--- config.mk ---
export PLATFORM = sky130hd
export DESIGN_NAME = bcd_arbiter
export DESIGN_NICKNAME = d
export VERILOG_FILES = /design/src/rtl/bcd_arb_pkg.sv /design/src/rtl/bcd.sv /design/src/rtl/bcd_arbiter.sv
export SDC_FILE = /design/constraint.sdc
export NUM_CORES = 1
export LEC_CHECK = 0
export ABC_CLOCK_PERIOD_IN_PS = 4900
export BUFFER_PORTS_ARGS = -buffer_cell sky130_fd_sc_hd__buf_4
export CORE_UTILIZATION = 55
export DETAILED_ROUTE_END_ITERATION = 6
export PLACE_DENSITY = 0.95
export SLEW_MARGIN = 20
export SYNTH_ARGS = -nofsm -noshare
export SYNTH_HDL_FRONTEND = slang
export SYNTH_SLANG_ARGS = --single-unit
--- constraint.sdc ---
create_clock -name clk -period 4.9 [get_ports clk]
set_input_delay 0.245 -clock clk [delete_from_list [all_inputs] [get_ports clk]]
set_output_delay 0.245 -clock clk [all_outputs]
set_load 0.05 [all_outputs]
--- src/rtl/bcd_arb_pkg.sv ---
// Shared widths and controller states for the time-shared BCD converter.
// Pure declarations: no logic, no latency, no flow control.
package bcd_arb_pkg;
   localparam int BIN_W   = 6;
   localparam int DIGIT_W = 4;

   typedef enum logic {IDLE, CONVERT} state_t;
endpackage

--- src/rtl/bcd.sv ---
// Combinational 6-bit binary to tens/ones BCD converter.
// Zero latency, no flow control.
module bcd
   import bcd_arb_pkg::*;
(
   input  logic [BIN_W-1:0]   i_bin,
   output logic [DIGIT_W-1:0] o_ones,
   output logic [DIGIT_W-1:0] o_tens
);

   logic [DIGIT_W-1:0] w_tens;

   // Threshold ladder: the largest multiple of ten not above the input gives the tens digit.
   always_comb begin
      w_tens = '0;
      for (int k = 1; k <= 6; k++) begin
         if (int'(i_bin) >= 10 * k) w_tens = DIGIT_W'(k);
      end
   end

   assign o_tens = w_tens;
   assign o_ones = DIGIT_W'(int'(i_bin) - int'(w_tens) * 10);

endmodule

--- src/rtl/bcd_arbiter.sv ---
// Round-robin sharing of one bcd converter among CH requesters; ack one cycle after sampling, done one cycle later.
// Requests are levels sampled only in IDLE, so a requester simply waits (holds req) until granted; throughput one per 2 cycles.
module bcd_arbiter
   import bcd_arb_pkg::*;
#(
   parameter int CH = 4
)
(
   input  logic                  clk,
   input  logic                  rst_n,
   input  logic [CH-1:0]         req,
   input  logic [CH*BIN_W-1:0]   operand,
   output logic [CH-1:0]         ack,
   output logic [CH-1:0]         done,
   output logic [CH*DIGIT_W-1:0] ones,
   output logic [CH*DIGIT_W-1:0] tens,
   output logic [CH-1:0]         valid,
   output logic                  busy
);

   localparam int GW = (CH > 1) ? $clog2(CH) : 1;

   state_t                  r_state;
   logic [BIN_W-1:0]        r_op_q;
   logic [GW-1:0]           r_gnt_q;
   logic [GW-1:0]           r_last;
   logic [CH-1:0]           r_ack;
   logic [CH-1:0]           r_done;
   logic [CH-1:0]           r_valid;
   logic [CH*DIGIT_W-1:0]   r_ones;
   logic [CH*DIGIT_W-1:0]   r_tens;

   logic [GW-1:0]           w_win;
   logic [DIGIT_W-1:0]      w_ones;
   logic [DIGIT_W-1:0]      w_tens;

   // First asserted request strictly after the previous winner, wrapping around.
   function automatic logic [GW-1:0] rr_pick(input logic [CH-1:0] i_req,
                                             input logic [GW-1:0] i_last);
      logic [GW-1:0] w_sel;
      logic          w_found;
      int            idx;
      w_sel   = i_last;
      w_found = 1'b0;
      for (int k = 1; k <= CH; k++) begin
         idx = (int'(i_last) + k) % CH;
         if (!w_found && i_req[idx]) begin
            w_sel   = GW'(idx);
            w_found = 1'b1;
         end
      end
      return w_sel;
   endfunction

   assign w_win = rr_pick(req, r_last);

   bcd u_bcd (
      .i_bin  (r_op_q),
      .o_ones (w_ones),
      .o_tens (w_tens)
   );

   always_ff @(posedge clk) begin
      if (!rst_n) begin
         r_state <= IDLE;
         r_op_q  <= '0;
         r_gnt_q <= '0;
         r_last  <= GW'(CH - 1);
         r_ack   <= '0;
         r_done  <= '0;
         r_valid <= '0;
         r_ones  <= '0;
         r_tens  <= '0;
      end else begin
         r_ack  <= '0;
         r_done <= '0;
         case (r_state)
            IDLE: begin
               if (|req) begin
                  r_op_q       <= operand[int'(w_win)*BIN_W +: BIN_W];
                  r_gnt_q      <= w_win;
                  r_last       <= w_win;
                  r_ack[w_win] <= 1'b1;
                  r_state      <= CONVERT;
               end
            end
            CONVERT: begin
               r_ones[int'(r_gnt_q)*DIGIT_W +: DIGIT_W] <= w_ones;
               r_tens[int'(r_gnt_q)*DIGIT_W +: DIGIT_W] <= w_tens;
               r_valid[r_gnt_q] <= 1'b1;
               r_done[r_gnt_q]  <= 1'b1;
               r_state          <= IDLE;
            end
            default: r_state <= IDLE;
         endcase
      end
   end

   assign ack   = r_ack;
   assign done  = r_done;
   assign ones  = r_ones;
   assign tens  = r_tens;
   assign valid = r_valid;
   assign busy  = (r_state == CONVERT);

endmodule

## Yosys cells after proc, flatten, opt, wreduce, memory -nomap -nowiden

Cells that the tools add are included.

- Flip-flop bits (word level): 55
- Bits of input ports: 30
- Logic and storage cells: 92

- Add/sub/neg operators: 6
- Multiply operators: 2
- Magnitude comparators: 14
- Shifts and indexed selects: 4
- Muxes and demuxes: 33
- Bitwise operators: 8
- Reduce and logical (&&, ||, !) cells: 16

Operators with widths:

| kind | count |
|---|---|
| variable part select 4 x 33 -> 16 bit | 2 |
| negator 4 -> 33 bit | 1 |
| variable shift 4 x 33 -> 16 bit, first input constant | 1 |
| bitwise mux 16 bit | 2 |
| variable part select 24 x 6 -> 6 bit | 1 |
| greater-or-equal comparator 6 bit, second input constant | 3 |
| less-than comparator 3 x 4 -> 1 bit, second input constant | 4 |
| two-way mux 1 bit | 15 |
| greater-or-equal comparator 6 x 5 -> 1 bit, second input constant | 2 |
| two-way mux 2 bit | 6 |
| two-way mux 3 bit | 3 |
| binary-select mux 1 bit (select 2 bit) | 4 |
| OR reduction 2 bit | 4 |
| greater-or-equal comparator 6 x 4 -> 1 bit, second input constant | 1 |
| less-than comparator 2 x 3 -> 1 bit, second input constant | 2 |
| logical AND 1 bit | 5 |
| adder 2 x 1 -> 2 bit, second input constant | 2 |
| adder 2 bit, second input constant | 2 |
| AND 1 bit, first input constant | 4 |
| demux 1 bit (select 2 bit) | 2 |
| greater-or-equal comparator 2 x 1 -> 1 bit, second input constant | 2 |
| multiplier 2 x 2 -> 4 bit, second input constant | 1 |
| OR 4 bit | 1 |
| AND reduction 2 bit | 2 |
| 7 further kinds | 11 |

## Depth between registers and ports, before layout

- Depth after elaboration: 20
- Gate-level depth with buffers: 8
- Mapped depth without buffers: 7

## Modules after synthesis

From an unflattened synthesis, not the netlist that was laid out.

- Cell total of the unflattened synthesis: 264
- Area, all modules: 2561.2 um2

By module, submodules not included:

| module | instances | cells each | area each (um2) |
|---|---|---|---|
| bcd_arbiter | 1 | 235 | 2367.3 |
| bcd | 1 | 29 | 193.9 |

## Worst setup path after synthesis

OpenSTA, ideal clock, no wires.

- Kind: register to register
- Start: reg r_op_q[2]
- End: reg r_ones[14] (netlist: ones[14])
- Setup time: 0.060 ns
- Data arrival time: 2.033 ns
- Path slack: 2.807 ns
- Stages on the path, launching flop included: 8
- Path buffers: 0
- Path through: dfxtp_1 -> inv_1 -> maj3_1 -> a31oi_1 -> ha_1 -> fa_1 -> o21ai_0 -> and2_1

- Longest elaborated chain between the ends: 11
- Elaborated cells on any way between the ends: 16
- Classes of those cells: 1 x add/sub; 1 x mul; 6 x order compare; 1 x shift; 7 x mux

RTL lines:

| what | line | text |
|---|---|---|
| start, declared | bcd_arbiter.sv:24 | `logic [BIN_W-1:0] r_op_q;` |
| start signal, assigned | bcd_arbiter.sv:80 | `r_op_q <= operand[int'(w_win)*BIN_W +: BIN_W];` |
| greater-or-equal comparator 6 x 4 -> 1 bit | bcd.sv:17 | `if (int'(i_bin) >= 10 * k) w_tens = DIGIT_W'(k);` |
| two-way mux 1 bit | bcd.sv:17 |  |
| two-way mux 2 bit (2 in series) | bcd.sv:17 |  |
| two-way mux 3 bit (3 in series) | bcd.sv:17 |  |
| multiplier 3 x 3 -> 3 bit | bcd.sv:22 | `assign o_ones = DIGIT_W'(int'(i_bin) - int'(w_tens) * 10);` |
| subtractor 4 bit (*) | bcd.sv:22 |  |
| variable part select 4 x 33 -> 16 bit (*) | bcd_arbiter.sv:88 | `r_ones[int'(r_gnt_q)*DIGIT_W +: DIGIT_W] <= w_ones;` |
| bitwise mux 16 bit (*) | bcd_arbiter.sv:88 |  |
| end signal, assigned by index | bcd_arbiter.sv:88 |  |
| end, declared | bcd_arbiter.sv:30 | `logic [CH*DIGIT_W-1:0] r_ones;` |

Every way passes the cells marked *; elsewhere a longest branch is shown, timed or not.
A chain may end at the register's enable or synchronous reset.

## Worst setup path in the final report

Ends and elaborated chain as after synthesis.

==> flow_summary_export.csv <==
group,metric,value,unit
synthesis,synthArstFlopShare,0,
timing,clock_skew,11.1,ps
routing,firstDrtPassIters,4,
min_path,worstHoldPathType,"in -> reg",
worst_setup_path,slowest_stage,"fa_1",
clocking,post_cts_resized,0,
clocking,cts.htree.levels,2,
clocking,holdBufCountCts,0,
global_route,grt_pass1_vias,2017,
timing,slew-limit-headroom,0.351,
routing,wl,5490,um
die,io-pin-count,75,
timing,worst_slack,2450,ps
global_route,grt_max_degree,52,
cells_and_area,final_cells,388,
die,fp.dieW,68.5,um
cells_and_area,final_nets,377,
cells_and_area,layout_common_cells,"buf_4 (72), dfxtp_1 (51), nand2_1 (23)",
routing,via_count,2166,
power,power_density,315,nW/um2
synthesis,synth_cells,273,
synthesis,yosys.cell_types.count,42,
place,place_ws,2520,ps
synthesis,synth_warnings,0,
routing,drt-initial-drc-count,167,
timing,slew_viol_final,0,
place,portBuffers,70,
timing,fmax,408,MHz
place,dpl.hpwl,4020,um
cells_and_area,num_antenna_cells,0,
routing,ant_nets,0,
worst_setup_path,crit_required,5160,ps
cells_and_area,syn2layout_area_growth,25.3,%
power,ir_worst_vdd,0.000233,V
die,num_rows,23,
synthesis,synth_ff_type,"dfxtp_1",
synthesis,syn_area,2430,um2
global_route,antenna_found_initial,0,
clocking,cts_buffers,5,
worst_setup_path,crit_chain,"inv_1, maj3_1, a31oi_1, ha_1, fa_1, o21ai_0, and2_1",
worst_setup_path,end_kind,"register",
timing,setup_violations,0,
die,coreArea,4120,um2
place,post-place-cells,380,
worst_setup_path,cp_data_arrival_time,2710,ps
timing,fin_crit_sh,0.501,
global_route,grt_pass1_wl,8810,um
timing,period_minus_slack,2450,ps
worst_setup_path,cp_max_fo,6,
power,p_leak,0.00141,uW
global_route,overflow,0,
routing,drc_errors,0,
clocking,clkLatencyLatePin,310,ps
place,place.gp.congestion,0.818,
timing,fin_setup_tns,0,ps
flow_run,cap_violations,0,
synthesis,synth-edff-count,0,
clocking,cts_root_buffer,"clkbuf_8",
clocking,cts_num_sinks,51,
routing,viasPerCell,5.58,
die,die_h,68.5,um
die,dieArea,4700,um2
timing,finalHoldViolCount,0,
worst_setup_path,crit_type,"reg -> reg",
global_route,grt_usage,0.255,
synthesis,ys_seq_area_frac,0.419,
die,initial_utilization,0.592,
clocking,postCtsSetupBuffers,0,
timing,worstMarginPinSlew,973,ps
synthesis,ys_seq_elements,51,
synthesis,syn_avg_cell_area,8.92,um2
worst_setup_path,cpPeakStageDelay,460,ps
worst_setup_path,startpoint_type,"register",
clocking,cts_tree,"built",
cells_and_area,layout-drive-gt1-share,0.249,
cells_and_area,mostFrequentLayoutCell,"buf_4",
status,outcome,"completed",
clocking,cts_buffer_depth,2,
clocking,clk_pin_slew,100,ps
timing,rsz0062_at_grt,"false",
routing,wl_per_cell,14.1,um
==> cell usage after synthesis (2+ instances only) <==
cell type   n  area, um2
dfxtp_1    51       1020
nand2_1    23       86.3
o21ai_0    22        110
inv_1      19       71.3
and2_1     18        113
nor2_1     12       45.0
o211ai_1   12       90.1
o31ai_1    12       90.1
clkbuf_1   11       41.3
nor2b_1    11       68.8
and3_1      9       56.3
ha_1        9        113
a22oi_1     8       60.1
o2111a_1    5       56.3
a21o_1      4       30.0
a31o_1      4       35.0
buf_4       4       30.0
nand2b_1    4       25.0
a21oi_1     3       15.0
maj3_1      3       30.0
nor3_1      3       15.0
buf_2       2       10.0
mux2i_1     2       20.0
nor3b_1     2       15.0
or3_1       2       12.5
xnor2_1     2       17.5
==> kinds of logic after synthesis <==
group                    synth area share
adder cells (fa/ha/maj)            0.0668
multiplexers                      0.00822
AO/OA/AOI/OAI                       0.232
buffers and inverters              0.0673
AND/OR/NAND/NOR                     0.197
XOR/XNOR                          0.00720
flip-flops                          0.419
other                             0.00154
==> routing by layer <==
metal,vias to the layer above,GRT usage,routed length (um)
met5,-,0,0
met4,0,0.0990,139
met3,15,0.0641,341
met2,78,0.449,2770
met1,988,0.293,2230
li1,1085,-,-
==> through the flow <==
stage | hold WS [ps] | power, uW | util | instance area [um2]
final | 320 | 962 | 0.741 | 3050
after global placement | 434 | 717 | 0.718 | 2960
after global routing | 330 | 1020 | 0.741 | 3050
after floorplan | 402 | 658 | - | 2450
after detailed placement | 440 | 728 | 0.718 | 2960
after CTS | 319 | 965 | 0.741 | 3050
==> registers in the layout, summed over array words and instances, names as in the netlist, 2 cells and up <==
| register | count |
|---|---|
| ack | 4 |
| tens | 12 |
| r_gnt_q | 2 |
| r_op_q | 6 |
| ones | 16 |
| valid | 4 |
| done | 4 |
| r_last | 2 |
==> worst max-delay path, delay by kind of cell, from the launching register on <==
kind,cells,cell delay [ps]
AO/OA/AOI/OAI,2,630
buffers and inverters,1,120
flip-flops,1,410
adder cells (fa/ha/maj),3,1090
AND/OR/NAND/NOR,1,160
==> where the power goes <==
group | switching [uW] | leakage [uW] | internal (uW)
Sequential | 26.2 | 0.000415 | 436
Clock | 139 | 0.0000443 | 102
Combinational | 160 | 0.000948 | 99.2
Total | 325 | 0.00141 | 637
==> worst paths after layout <==
| path | slack [ps] | to | from | cells past startpoint |
|---|---|---|---|---|
| worst max-delay path | 2450 | ones[14] | r_op_q[2] | 7 |
| worst max register to register | 2450 | ones[14] | r_op_q[2] | 7 |
| worst min-delay path | 320 | r_last[0] | rst_n | 2 |
| worst min register to register | 460 | valid[2] | valid[2] | 1 |
==> area by class of cell <==
cell class | count | area (um2)
Clock buffer | 5 | 68.8
Timing Repair Buffer | 72 | 541
Fill cell | 307 | 1060
Clock inverter | 3 | 25.0
Sequential cell | 51 | 1020
Inverter | 19 | 71.3
Tap cell | 50 | 62.6
Multi-Input combinational cell | 188 | 1260
Note: power is estimated with default switching activity, not from simulation.
